`src/rtl/prefix_adder_error_sweeper_if.sv`:
```
// Operand/result bus between the error sweeper and the adder under test.
interface prefix_adder_error_sweeper_if #(
  parameter int unsigned WIDTH = 8
);
  logic [WIDTH-1:0] op_a;
  logic [WIDTH-1:0] op_b;
  logic             op_valid;
  logic [WIDTH:0]   dut_sum;

  modport master (output op_a, output op_b, output op_valid, input dut_sum);
  modport slave  (input op_a, input op_b, input op_valid, output dut_sum);
endinterface

```
`src/rtl/prefix_adder_error_sweeper.sv`:
```
// Exhaustive operand sweep of an approximate adder, accumulating error count,
// maximum error distance and summed error distance against the exact sum.
module prefix_adder_error_sweeper #(
  parameter int unsigned WIDTH   = 8,
  parameter int unsigned SUM_LAT = 0
) (
  input  logic                          clk,
  input  logic                          rst,
  input  logic                          start,
  input  logic                          abort,
  output logic                          busy,
  output logic                          done,
  prefix_adder_error_sweeper_if.master  bus,
  output logic [2*WIDTH:0]              err_count,
  output logic [WIDTH:0]                max_ed,
  output logic [3*WIDTH+1:0]            sum_ed
);
  localparam int unsigned EW = 2*WIDTH + 1;
  localparam int unsigned SW = 3*WIDTH + 2;

  typedef enum logic [1:0] {S_IDLE, S_RUN, S_DRAIN, S_DONE} state_e;

  state_e           state_q, state_d;
  logic [WIDTH-1:0] op_a_q, op_a_d, op_b_q, op_b_d;
  logic             op_valid_q, op_valid_d;
  logic [2:0]       drain_q, drain_d;
  logic             busy_q, busy_d, done_q, done_d;
  logic [EW-1:0]    err_q, err_d;
  logic [WIDTH:0]   max_q, max_d;
  logic [SW-1:0]    sum_q, sum_d;

  logic             abort_take;
  logic             tap_valid;
  logic [WIDTH:0]   tap_exact, exact_now, ed;

  assign exact_now  = {1'b0, op_a_q} + {1'b0, op_b_q};
  assign abort_take = abort && (state_q == S_RUN || state_q == S_DRAIN);

  // Delay line realigns the exact sum with the adder's result latency.
  if (SUM_LAT == 0) begin : g_no_dl
    assign tap_valid = op_valid_q;
    assign tap_exact = exact_now;
  end else begin : g_dl
    logic [SUM_LAT-1:0] dv_q, dv_d;
    logic [WIDTH:0]     de_q [SUM_LAT];
    logic [WIDTH:0]     de_d [SUM_LAT];

    always_comb begin
      dv_d    = '0;
      dv_d[0] = op_valid_q;
      de_d[0] = exact_now;
      for (int unsigned i = 1; i < SUM_LAT; i++) begin
        dv_d[i] = dv_q[i-1];
        de_d[i] = de_q[i-1];
      end
      if (abort_take) dv_d = '0;
    end

    always_ff @(posedge clk) begin
      if (rst) begin
        dv_q <= '0;
        for (int unsigned i = 0; i < SUM_LAT; i++) de_q[i] <= '0;
      end else begin
        dv_q <= dv_d;
        for (int unsigned i = 0; i < SUM_LAT; i++) de_q[i] <= de_d[i];
      end
    end

    assign tap_valid = dv_q[SUM_LAT-1];
    assign tap_exact = de_q[SUM_LAT-1];
  end

  always_comb begin
    state_d    = state_q;
    op_a_d     = op_a_q;
    op_b_d     = op_b_q;
    op_valid_d = op_valid_q;
    drain_d    = drain_q;
    err_d      = err_q;
    max_d      = max_q;
    sum_d      = sum_q;

    ed = (bus.dut_sum >= tap_exact) ? (bus.dut_sum - tap_exact) : (tap_exact - bus.dut_sum);

    // The pair on the tap at an abort edge counts as in flight and is dropped.
    if (tap_valid && !abort_take) begin
      if (ed != '0) begin
        err_d = err_q + EW'(1);
        sum_d = sum_q + SW'(ed);
      end
      if (ed > max_q) max_d = ed;
    end

    case (state_q)
      S_IDLE: begin
        if (start) begin
          state_d    = S_RUN;
          op_a_d     = '0;
          op_b_d     = '0;
          op_valid_d = 1'b1;
          err_d      = '0;
          max_d      = '0;
          sum_d      = '0;
        end
      end
      S_RUN: begin
        if (abort) begin
          state_d    = S_IDLE;
          op_valid_d = 1'b0;
        end else if ((&op_a_q) && (&op_b_q)) begin
          state_d    = S_DRAIN;
          op_valid_d = 1'b0;
          op_a_d     = '0;
          op_b_d     = '0;
          drain_d    = '0;
        end else begin
          op_b_d = op_b_q + WIDTH'(1);
          if (&op_b_q) op_a_d = op_a_q + WIDTH'(1);
        end
      end
      S_DRAIN: begin
        if (abort) begin
          state_d = S_IDLE;
        end else if (drain_q == 3'(SUM_LAT)) begin
          state_d = S_DONE;
        end else begin
          drain_d = drain_q + 3'd1;
        end
      end
      default: state_d = S_IDLE;
    endcase

    busy_d = (state_d == S_RUN) || (state_d == S_DRAIN);
    done_d = (state_d == S_DONE);
  end

  always_ff @(posedge clk) begin
    if (rst) begin
      state_q    <= S_IDLE;
      op_a_q     <= '0;
      op_b_q     <= '0;
      op_valid_q <= 1'b0;
      drain_q    <= '0;
      busy_q     <= 1'b0;
      done_q     <= 1'b0;
      err_q      <= '0;
      max_q      <= '0;
      sum_q      <= '0;
    end else begin
      state_q    <= state_d;
      op_a_q     <= op_a_d;
      op_b_q     <= op_b_d;
      op_valid_q <= op_valid_d;
      drain_q    <= drain_d;
      busy_q     <= busy_d;
      done_q     <= done_d;
      err_q      <= err_d;
      max_q      <= max_d;
      sum_q      <= sum_d;
    end
  end

  assign bus.op_a     = op_a_q;
  assign bus.op_b     = op_b_q;
  assign bus.op_valid = op_valid_q;
  assign busy         = busy_q;
  assign done         = done_q;
  assign err_count    = err_q;
  assign max_ed       = max_q;
  assign sum_ed       = sum_q;
endmodule

```
`src/flat_wrapper.sv`:
```
// flat-port wrapper written by rule: the top's interface ports become plain ports
module prefix_adder_error_sweeper_flat 
#(
  parameter int unsigned WIDTH   = 8,
  parameter int unsigned SUM_LAT = 0
)
  (clk, rst, start, abort, busy, done, err_count, max_ed, sum_ed, bus_op_a, bus_op_b, bus_op_valid, bus_dut_sum);
  prefix_adder_error_sweeper_if #(.WIDTH(WIDTH)) bus_i ();
  input  logic clk;
  input  logic rst;
  input  logic start;
  input  logic abort;
  output logic busy;
  output logic done;
  output logic [2*WIDTH:0] err_count;
  output logic [WIDTH:0] max_ed;
  output logic [3*WIDTH+1:0] sum_ed;
  output wire logic [$bits(bus_i.op_a)-1:0] bus_op_a;
  output wire logic [$bits(bus_i.op_b)-1:0] bus_op_b;
  output wire logic [$bits(bus_i.op_valid)-1:0] bus_op_valid;
  input wire logic [$bits(bus_i.dut_sum)-1:0] bus_dut_sum;
  assign bus_op_a = bus_i.op_a;
  assign bus_op_b = bus_i.op_b;
  assign bus_op_valid = bus_i.op_valid;
  assign bus_i.dut_sum = bus_dut_sum;
  prefix_adder_error_sweeper #(.WIDTH(WIDTH), .SUM_LAT(SUM_LAT)) u_core (.clk(clk), .rst(rst), .start(start), .abort(abort), .busy(busy), .done(done), .bus(bus_i), .err_count(err_count), .max_ed(max_ed), .sum_ed(sum_ed));
endmodule
```
`config.mk`:
```
export PLATFORM = sky130hd
export DESIGN_NAME = prefix_adder_error_sweeper_flat
export DESIGN_NICKNAME = d
export VERILOG_FILES = /design/src/rtl/prefix_adder_error_sweeper_if.sv /design/src/rtl/prefix_adder_error_sweeper.sv /design/src/flat_wrapper.sv
export SDC_FILE = /design/constraint.sdc
export NUM_CORES = 1
export LEC_CHECK = 0
export BUFFER_PORTS_ARGS = -buffer_cell sky130_fd_sc_hd__buf_4
export CORE_ASPECT_RATIO = 0.75
export CORE_MARGIN = 2
export CORE_UTILIZATION = 40
export DETAILED_ROUTE_END_ITERATION = 10
export PLACE_DENSITY = 0.56
export SLEW_MARGIN = 10
export SYNTH_ARGS = -nofsm -noshare
export SYNTH_HDL_FRONTEND = slang
export SYNTH_SLANG_ARGS = --single-unit
```
`constraint.sdc`:
```
create_clock -name clk -period 7.51 [get_ports clk]
set_input_delay 1.1265 -clock clk [delete_from_list [all_inputs] [get_ports clk]]
set_output_delay 1.1265 -clock clk [all_outputs]
set_load 0.05 [all_outputs]
```
==> results of run 1 <==
==> power groups by stage <==
stage | logic, mW | clock network (mW) | registers, mW
2_1_floorplan | 0.189 | 0 | 0.473
3_3_place_gp | 0.296 | 0 | 0.437
3_5_place_dp | 0.301 | 0 | 0.438
4_1_cts | 0.303 | 0.409 | 0.429
5_1_grt | 0.337 | 0.426 | 0.431
6_report | 0.302 | 0.395 | 0.429
==> synthesized netlist by cell type (7+ instances only) <==
cell | instances | area (sq um)
xor2_1 | 23 | 201.4
nor2b_1 | 11 | 68.82
a21o_1 | 11 | 82.58
clkbuf_1 | 12 | 45.04
nor2_1 | 56 | 210.2
or4_1 | 11 | 82.58
o31ai_1 | 15 | 112.6
or3_1 | 11 | 68.82
buf_2 | 7 | 35.03
inv_1 | 50 | 187.7
ha_1 | 56 | 700.7
o21bai_1 | 8 | 60.06
o21ai_0 | 24 | 120.1
nand3_1 | 22 | 110.1
mux2i_1 | 13 | 130.1
xnor2_1 | 21 | 183.9
dfxtp_1 | 76 | 1521
o21a_1 | 7 | 52.55
and3_1 | 14 | 87.58
a21oi_1 | 54 | 270.3
nand2_1 | 37 | 138.9
nand4_1 | 11 | 68.82
==> registers in the layout, summed over array words and instances, names as in the netlist, 2 cells and up <==
| register | cells |
|---|---|
| u_core.bus.op_b | 8 |
| u_core.sum_ed | 26 |
| u_core.max_ed | 9 |
| u_core.bus.op_a | 8 |
| u_core.err_count | 17 |
| u_core.state_q | 2 |
| u_core.drain_q | 3 |
==> tightest hold or removal path: cells and delay by family (launching register included) <==
kind,cells,cell delay (ns)
flip-flops,1,0.32
AO/OA/AOI/OAI,2,0.12
==> through the flow <==
stage                     total power, mW  util, %  hold slack [ns]
after floorplan                    0.6617        -           0.4577
after global placement             0.7331    46.38           0.4666
after detailed placement           0.7386    46.38           0.4732
after CTS                           1.140    48.47           0.4812
after global routing                1.194    48.52           0.5108
final                               1.126    48.52           0.4806
==> per-layer routing <==
layer  track usage [%]  wire (um)  vias to the layer above
met2             27.21       5359                       93
met4             5.369        184                        0
met5                 0          0                        -
met3             4.776        686                       11
li1                  -          -                     2369
met1             26.93       6532                     2113
==> layout by cell type, fill, tap and decap left out, drive strengths merged, types with 12 or more instances in the layout <==
master	n
nand2	38
o21ai	27
nand3	22
a21oi	56
and3	15
or3	12
mux2i	13
xnor2	21
nor2	56
xor2	23
ha	56
buf	84
o31ai	15
dfxtp	76
inv	50
==> worst paths after layout <==
| kind | from | end | cells after the start |
|---|---|---|---|
| hold / removal | u_core.err_count[16]$_SDFF_PP0_ | u_core.err_count[16]$_SDFF_PP0_ | 2 |
| setup reg to reg | u_core.bus.op_a[0]$_SDFFE_PP0P_ | u_core.max_ed[3]$_SDFF_PP0_ | 24 |
| setup / recovery | u_core.bus.op_a[0]$_SDFFE_PP0P_ | u_core.max_ed[3]$_SDFF_PP0_ | 24 |
| hold reg to reg | u_core.err_count[16]$_SDFF_PP0_ | u_core.err_count[16]$_SDFF_PP0_ | 2 |
==> cell type report <==
cell class,count,area (sq um)
repair buffers,84,630.6
clock inverters,4,26.28
fillers,1303,6631
multi-input cells,480,3428
well taps,171,214.0
clock buffers,11,242.7
flip-flops and latches,76,1521
inverters,50,187.7
==> logic make-up (layout without fill, tap and decap cells) <==
| kind of cell | after synthesis | after routing | share of synthesized area [%] |
|---|---|---|---|
| simple gates | 204 | 204 | 20.15 |
| fa+ha+maj | 60 | 60 | 14.88 |
| flops | 76 | 76 | 28.99 |
| compound gates | 156 | 156 | 19.70 |
| buf+inv | 73 | 149 | 5.818 |
| xor+xnor | 44 | 44 | 7.344 |
| mux | 16 | 16 | 3.123 |
==> metrics.md, run 1 <==
| Metric | Value |
|---|---|
| Fin cells | slightly below 900 |
| Final hold violation count | 0 |
| Area Overhead vs Synth | 19.12% |
| FMAX | ~0.16 GHz |
| Comb pwr share | between 20% and 30% |
| Via density | ~5.2 |
| Post-Route WL | about 13,000 um |
| Die X | roughly 140 um |
| ANT cells | 0 |
| DRC Markers | 0 |
| Mapped cell area | roughly 5200 sq um |
| Antenna viol nets, final | 0 |
| Cells after Synth | about 630 |
| Clock Skew | 0.005343 ns |
| GRT Resource Usage Total | between 10% and 20% |
| Final Cycle Share | between 80% and 90% |
| Yosys warning count | 0 |
| Number of synthesized flops with an enable pin | 0 |
| Die area | around 14,000 sq um |
| Max cap viols | 0 |
| Largest net degree at the start of global routing | 50 |
| Drt first-iter violations | around 220 |
| Die height | between 100 and 150 um |
| Yosys cell types | 63 |
| Internal power | approximately 760 uW |
| Min-delay worst type | reg2reg |
| Synth Area per Inst | ~8.3 sq um |
| Final setup viols | 0 |
| Worst path required time | slightly below 8 ns |
| Clock Latency Late Sink | about 0.33 ns |
| Root Buffer | clkbuf_16 |
| Worst setup EP type | register |
| Headroom to the max-slew limit | approximately a fifth |
| Worst path bufs/invs | 2 |
| Wire length per cell | between 10 and 15 um |
| Placed Cells | between 800 and 900 |
| # IOs | 84 |
| Post-synth ARST share | 0% |
| Crit path max-delay family | compound AO/OA/AOI/OAI gates |
| Gr ovfl total | 0 |
| Core Region | between 10,000 and 15,000 sq um |
| Row count | 36 |
| Tmin final | about 6.1 ns |
| Total Nets Final | around 770 |
| R2R Setup Slk | around 1.4 ns |
| RSZ-0062 raised after global routing | no |
| Global placer's final weighted congestion | 0.8990 |
| CTS clk-pin slew, worst paths | about 0.06 ns |
| Clk sink count | 76 |
| Most used cell, CP | ha_1 |
| Clock power frac | around a third |
| Slowest CP cell | a41oi_1 |
| Status | finished clean |
| Crit start category | register |
| DP Area | around 6000 sq um |
| Crit Path Max Fanout | 9 |
| Syn nets | between 700 and 800 |
| DP Wirelength | approximately 10000 um |
| First-pass GRT wire length | slightly above 20,000 um |
| Buffer depth of the longest clock path | 2 |
| CP Class | reg2reg |
| Cts bufs inserted | 9 |
| Reg power frac | 38.1% |
| PD cells | approximately 180 nW/um^2 |
| Initial antenna violation count | 0 |
| Setup TNS | 0 ns |
| Worst VDD drop | between 0.0001 and 0.00015 V |
| IO Port Bufs | between 80 and 90 |
| CTS hold repair buffers | 0 |
| Critical Path Max Stage Delay | 0.94 ns |
| Initial Util | between 40% and 50% |
| Switch share | 32.76% |
| Synthesis-stage register bit count | between 70 and 80 |
| Via Count | between 4,000 and 5,000 |
| CP Cell Sequence | ha_1 -> inv_1 -> fa_1 -> inv_1 -> a21oi_1 -> o21bai_1 -> a21oi_1 -> o21bai_1 -> xor2_1 -> ha_1 -> a21o_1 -> a21o_1 -> a21oi_2 -> a211oi_1 -> o21ai_0 -> nand2_1 -> ha_1 -> and3_1 -> o221ai_1 -> a21boi_0 -> o21ai_0 -> a41oi_1 -> mux2i_1 -> nor2_1 |
| Switching power total | ~370 uW |
| Leak pwr | around 2.6 nW |
| Data arrival time of the critical path | ~6.3 ns |
| Post-CTS Setup Repair Bufs | 0 |
| First-pass DRT Iterations | 4 |
| Final WS setup | between 1 and 1.5 ns |
| Finished Cell Area | 6251 sq um |
| Post-CTS Resized | 0 |
| Max-slew violations | 0 |
| H-tree depth | 3 |
| CTS tree | built |
| Vias in the first global route | just over 4,000 |
| Layout cell share with drive strength beyond 1 | between 15 and 20% |
| Worst-Margin Slew | ~1.2 ns |
| Top FF cell, synth | dfxtp_1 |
| Sequential element share of the synthesized area | between 20% and 30% |
| Setup Slack @ Placement | 1.455 ns |
Power figures use the tool's default switching activity.
==> run 2: changes to the inputs <==
--- a/config.mk
+++ b/config.mk
@@ -5,12 +5,13 @@
 export SDC_FILE = /design/constraint.sdc
 export NUM_CORES = 1
 export LEC_CHECK = 0
+export ABC_AREA = 1
 export BUFFER_PORTS_ARGS = -buffer_cell sky130_fd_sc_hd__buf_4
 export CORE_ASPECT_RATIO = 0.75
 export CORE_MARGIN = 2
 export CORE_UTILIZATION = 40
 export DETAILED_ROUTE_END_ITERATION = 10
-export PLACE_DENSITY = 0.56
+export PLACE_DENSITY = 0.55
 export SLEW_MARGIN = 10
 export SYNTH_ARGS = -nofsm -noshare
 export SYNTH_HDL_FRONTEND = slang
==> constraint.sdc (replaced) <==
create_clock -name clk -period 6.35 [get_ports clk]
set_input_delay 0.9525 -clock clk [delete_from_list [all_inputs] [get_ports clk]]
set_output_delay 0.9525 -clock clk [all_outputs]
set_load 0.05 [all_outputs]
==> run 2 against run 1 <==
Global-route usage increased by 1.8 points. Via count is 20% higher. Setup slack got worse by 0.56 ns. Non-clock buffer count rose by 1. Critical path type unchanged. Clock-buffer cell count shrank 2. Total power grew 22%. Sequential power rose by 17%. Synthesized area is 9.5% higher. Critical path depth rose by 11. Sequential share of layout area is 2.0 points lower.
==> metrics.md, run 2 <==
| Metric | Value |
|---|---|
| Status | finished clean (unchanged) |
| Synth Area per Inst | 6.535 sq um (was 8.343 sq um) |
| Setup TNS | 0 ns (unchanged) |
| Post-CTS Setup Repair Bufs | 0 (unchanged) |
| CTS hold repair buffers | 0 (unchanged) |
| Core Region | 13,890 sq um (was 12,880 sq um) |
| Drt first-iter violations | 287 (was 219) |
| Crit path max-delay family | simple AND/OR/NAND/NOR gates (was compound AO/OA/AOI/OAI gates) |
| Number of synthesized flops with an enable pin | 0 (unchanged) |
| Via Count | 5,514 (was 4,586) |
| DP Wirelength | 11,580 um (was 9816 um) |
| Leak pwr | 3.208 nW (was 2.632 nW) |
| Post-synth ARST share | 0% (unchanged) |
| Vias in the first global route | 4,751 (was 4,083) |
| Yosys cell types | 38 (was 63) |
| Clk sink count | 76 (unchanged) |
| Post-Route WL | 15,130 um (was 12,760 um) |
| Synth top area share | 26.49% (was 28.99%) |
| Clock Latency Late Sink | 0.35 ns (was 0.33 ns) |
| Global placer's final weighted congestion | 0.8363 (was 0.8990) |
| Ranking of synthesized cells by area | dfxtp_1 (26%), nand2_1 (14%), ha_1 (12%), inv_1 (9.3%), nor2_1 (6.6%) (was dfxtp_1 (29%), ha_1 (13%), a21oi_1 (5.2%), nor2_1 (4.0%), xor2_1 (3.8%)) |
| Root Buffer | clkbuf_16 (unchanged) |
| ANT cells | 0 (unchanged) |
| Syn nets | 952 (was 702) |
| Die height | 107.8 um (was 103.2 um) |
| Gr ovfl total | 0 (unchanged) |
| Buffer depth of the longest clock path | 2 (unchanged) |
| Wire length per cell | 13.30 um (was 14.57 um) |
| Mapped cell area | 5744 sq um (was 5248 sq um) |
| Final hold violation count | 0 (unchanged) |
| Initial Util | 41.36% (was 40.73%) |
| Final Cycle Share | 86.14% (was 80.80%) |
| # IOs | 84 (unchanged) |
| Area Overhead vs Synth | 18.36% (was 19.12%) |
| Tmin final | 5.470 ns (was 6.068 ns) |
| Slowest CP cell | fa_1 (was a41oi_1) |
| Via density | 4.850 (was 5.235) |
| First-pass DRT Iterations | 7 (was 4) |
| Worst VDD drop | 0.0001279 V (was 0.0001169 V) |
| Yosys warning count | 0 (unchanged) |
| Min-delay worst type | reg2reg (unchanged) |
| DRC Markers | 0 (unchanged) |
| Final setup viols | 0 (unchanged) |
| Worst path bufs/invs | 5 (was 2) |
| H-tree depth | 3 (unchanged) |
| Die X | 142.4 um (was 136.3 um) |
| Layout cell share with drive strength beyond 1 | 12.58% (was 16.60%) |
| Data arrival time of the critical path | 5.67 ns (was 6.25 ns) |
| Commonest non-fill, non-tap cell in the layout | nand2_1 (was buf_4) |
| Cts bufs inserted | 9 (unchanged) |
| Critical Path Max Stage Delay | 0.44 ns (was 0.94 ns) |
| Initial antenna violation count | 0 (unchanged) |
| Synthesis-stage register bit count | 76 (unchanged) |
| Row count | 37 (was 36) |
| CP Class | reg2reg (unchanged) |
| Most used cell, CP | nand2_1 (was ha_1) |
| Worst-Margin Slew | 0.9627 ns (was 1.192 ns) |
| PD cells | 202.7 nW/um^2 (was 180.1 nW/um^2) |
| Worst path required time | 6.55 ns (was 7.69 ns) |
| Count leader, synth | nand2_1 (was dfxtp_1) |
| Headroom to the max-slew limit | 35.39% (was 19.51%) |
| Top FF cell, synth | dfxtp_1 (unchanged) |
| Cell accounting for the most synthesized area | dfxtp_1 (unchanged) |
| Cells after Synth | 879 (was 629) |
| Post-synth top cells | nand2_1 (208), inv_1 (143), nor2_1 (101) (was dfxtp_1 (76), ha_1 (56), nor2_1 (56)) |
| Crit start category | register (unchanged) |
| Antenna viol nets, final | 0 (unchanged) |
| Clock Skew | 0.009061 ns (was 0.005343 ns) |
| Commonest cells after routing, fill and taps aside | nand2_1 (208), inv_1 (143), nor2_1 (100), buf_4 (85), dfxtp_1 (76) (was buf_4 (84), dfxtp_1 (76), nor2_1 (56), ha_1 (56), a21oi_1 (54)) |
| First-pass GRT wire length | 24,850 um (was 20,470 um) |
| Max-slew violations | 0 (unchanged) |
| CTS clk-pin slew, worst paths | 0.06 ns (about the same) |
| Sequential element share of the synthesized area | 26.49% (was 28.99%) |
| Largest net degree at the start of global routing | 34 (was 50) |
| Max reg flops | 26 (unchanged) |
| Post-CTS Resized | 0 (unchanged) |
| CTS tree | built (unchanged) |
| IO Port Bufs | 83 (unchanged) |
| Worst setup EP type | register (unchanged) |
| Crit Path Max Fanout | 8 (was 9) |
| Total Nets Final | 1,031 (was 774) |
| Die area | 15,350 sq um (was 14,060 sq um) |
| RSZ-0062 raised after global routing | no (unchanged) |
| GRT Resource Usage Total | 20.37% (was 18.59%) |
| FMAX | 0.1828 GHz (was 0.1648 GHz) |
| Max cap viols | 0 (unchanged) |
| Finished Core Util | 48.96% (was 48.52%) |
## run 2: cell types whose count changed after synthesis, sizes merged, moves of 13 or more
cell   change
and3      -13
inv       +95
mux2i     -13
nand2    +180
nand3     +26
nor2      +48
nor3      +13
o21ai     +14
o31ai     -15
xnor2     -13
## run 2: cell type report
cell class / instances / area, sq um
clock inverters: 6 / 65.06
inverters: 145 / 544.3
clock buffers: 9 / 225.2
flip-flops and latches: 76 / 1521
fillers: 1427 / 7089
well taps: 175 / 219.0
repair buffers: 85 / 638.1
multi-input cells: 641 / 3586
## run 2: cells by family after synthesis
group                    Yosys count  synth area share, %
AO/OA/AOI/OAI                    129                12.31
XOR/XNOR                          32                4.879
adder cells (fa/ha/maj)           60                13.59
buffers and inverters            162                11.13
flip-flops                        76                26.49
AND/OR/NAND/NOR                  420                31.61
## run 2: per-stage QoR
step           power [mW]  hold slack [ns]  instance area [sq um]  instances  worst slack, ns
2_1_floorplan      0.7723           0.4583                   5744        879            1.406
3_5_place_dp       0.8624           0.4758                   6509       1122           0.9861
5_1_grt             1.460           0.4993                   6799       1137           0.2606
6_report            1.378           0.4764                   6799       1137           0.8803
4_1_cts             1.388           0.4846                   6799       1137           0.9579
3_3_place_gp       0.8650           0.4742                   6509       1122            1.101
## run 2: final timing paths
| path | startpoint | endpoint | slack (ns) | cells past startpoint |
|---|---|---|---|---|
| max | u_core.bus.op_a[0]$_SDFFE_PP0P_ | u_core.sum_ed[24]$_SDFF_PP0_ | 0.88 | 35 |
| min reg2reg | u_core.max_ed[5]$_SDFF_PP0_ | u_core.max_ed[5]$_SDFF_PP0_ | 0.48 | 2 |
| max reg2reg | u_core.bus.op_a[0]$_SDFFE_PP0P_ | u_core.sum_ed[24]$_SDFF_PP0_ | 0.88 | 35 |
| min | u_core.max_ed[5]$_SDFF_PP0_ | u_core.max_ed[5]$_SDFF_PP0_ | 0.48 | 2 |
## run 2: report_power, final
group	total, mW	internal, mW	switching (mW)
combinational	0.349	0.114	0.234
clock	0.526	0.303	0.223
sequential	0.504	0.490	0.0133
total	1.38	0.908	0.470
## run 2: worst register-to-register path: cells and delay by family, from the launching register on
family | cells | cell delay (ns)
XOR/XNOR | 1 | 0.24
adder cells (fa/ha/maj) | 4 | 1.42
AND/OR/NAND/NOR | 21 | 1.85
buffers and inverters | 5 | 0.36
flip-flops | 1 | 0.41
AO/OA/AOI/OAI | 4 | 1.05
## run 2: metal layers
layer  global-route usage (%)  wire, um
met5                        0         0
met4                    4.243       134
met3                    4.315       684
met2                    27.19      5747
met1                    32.62      8560
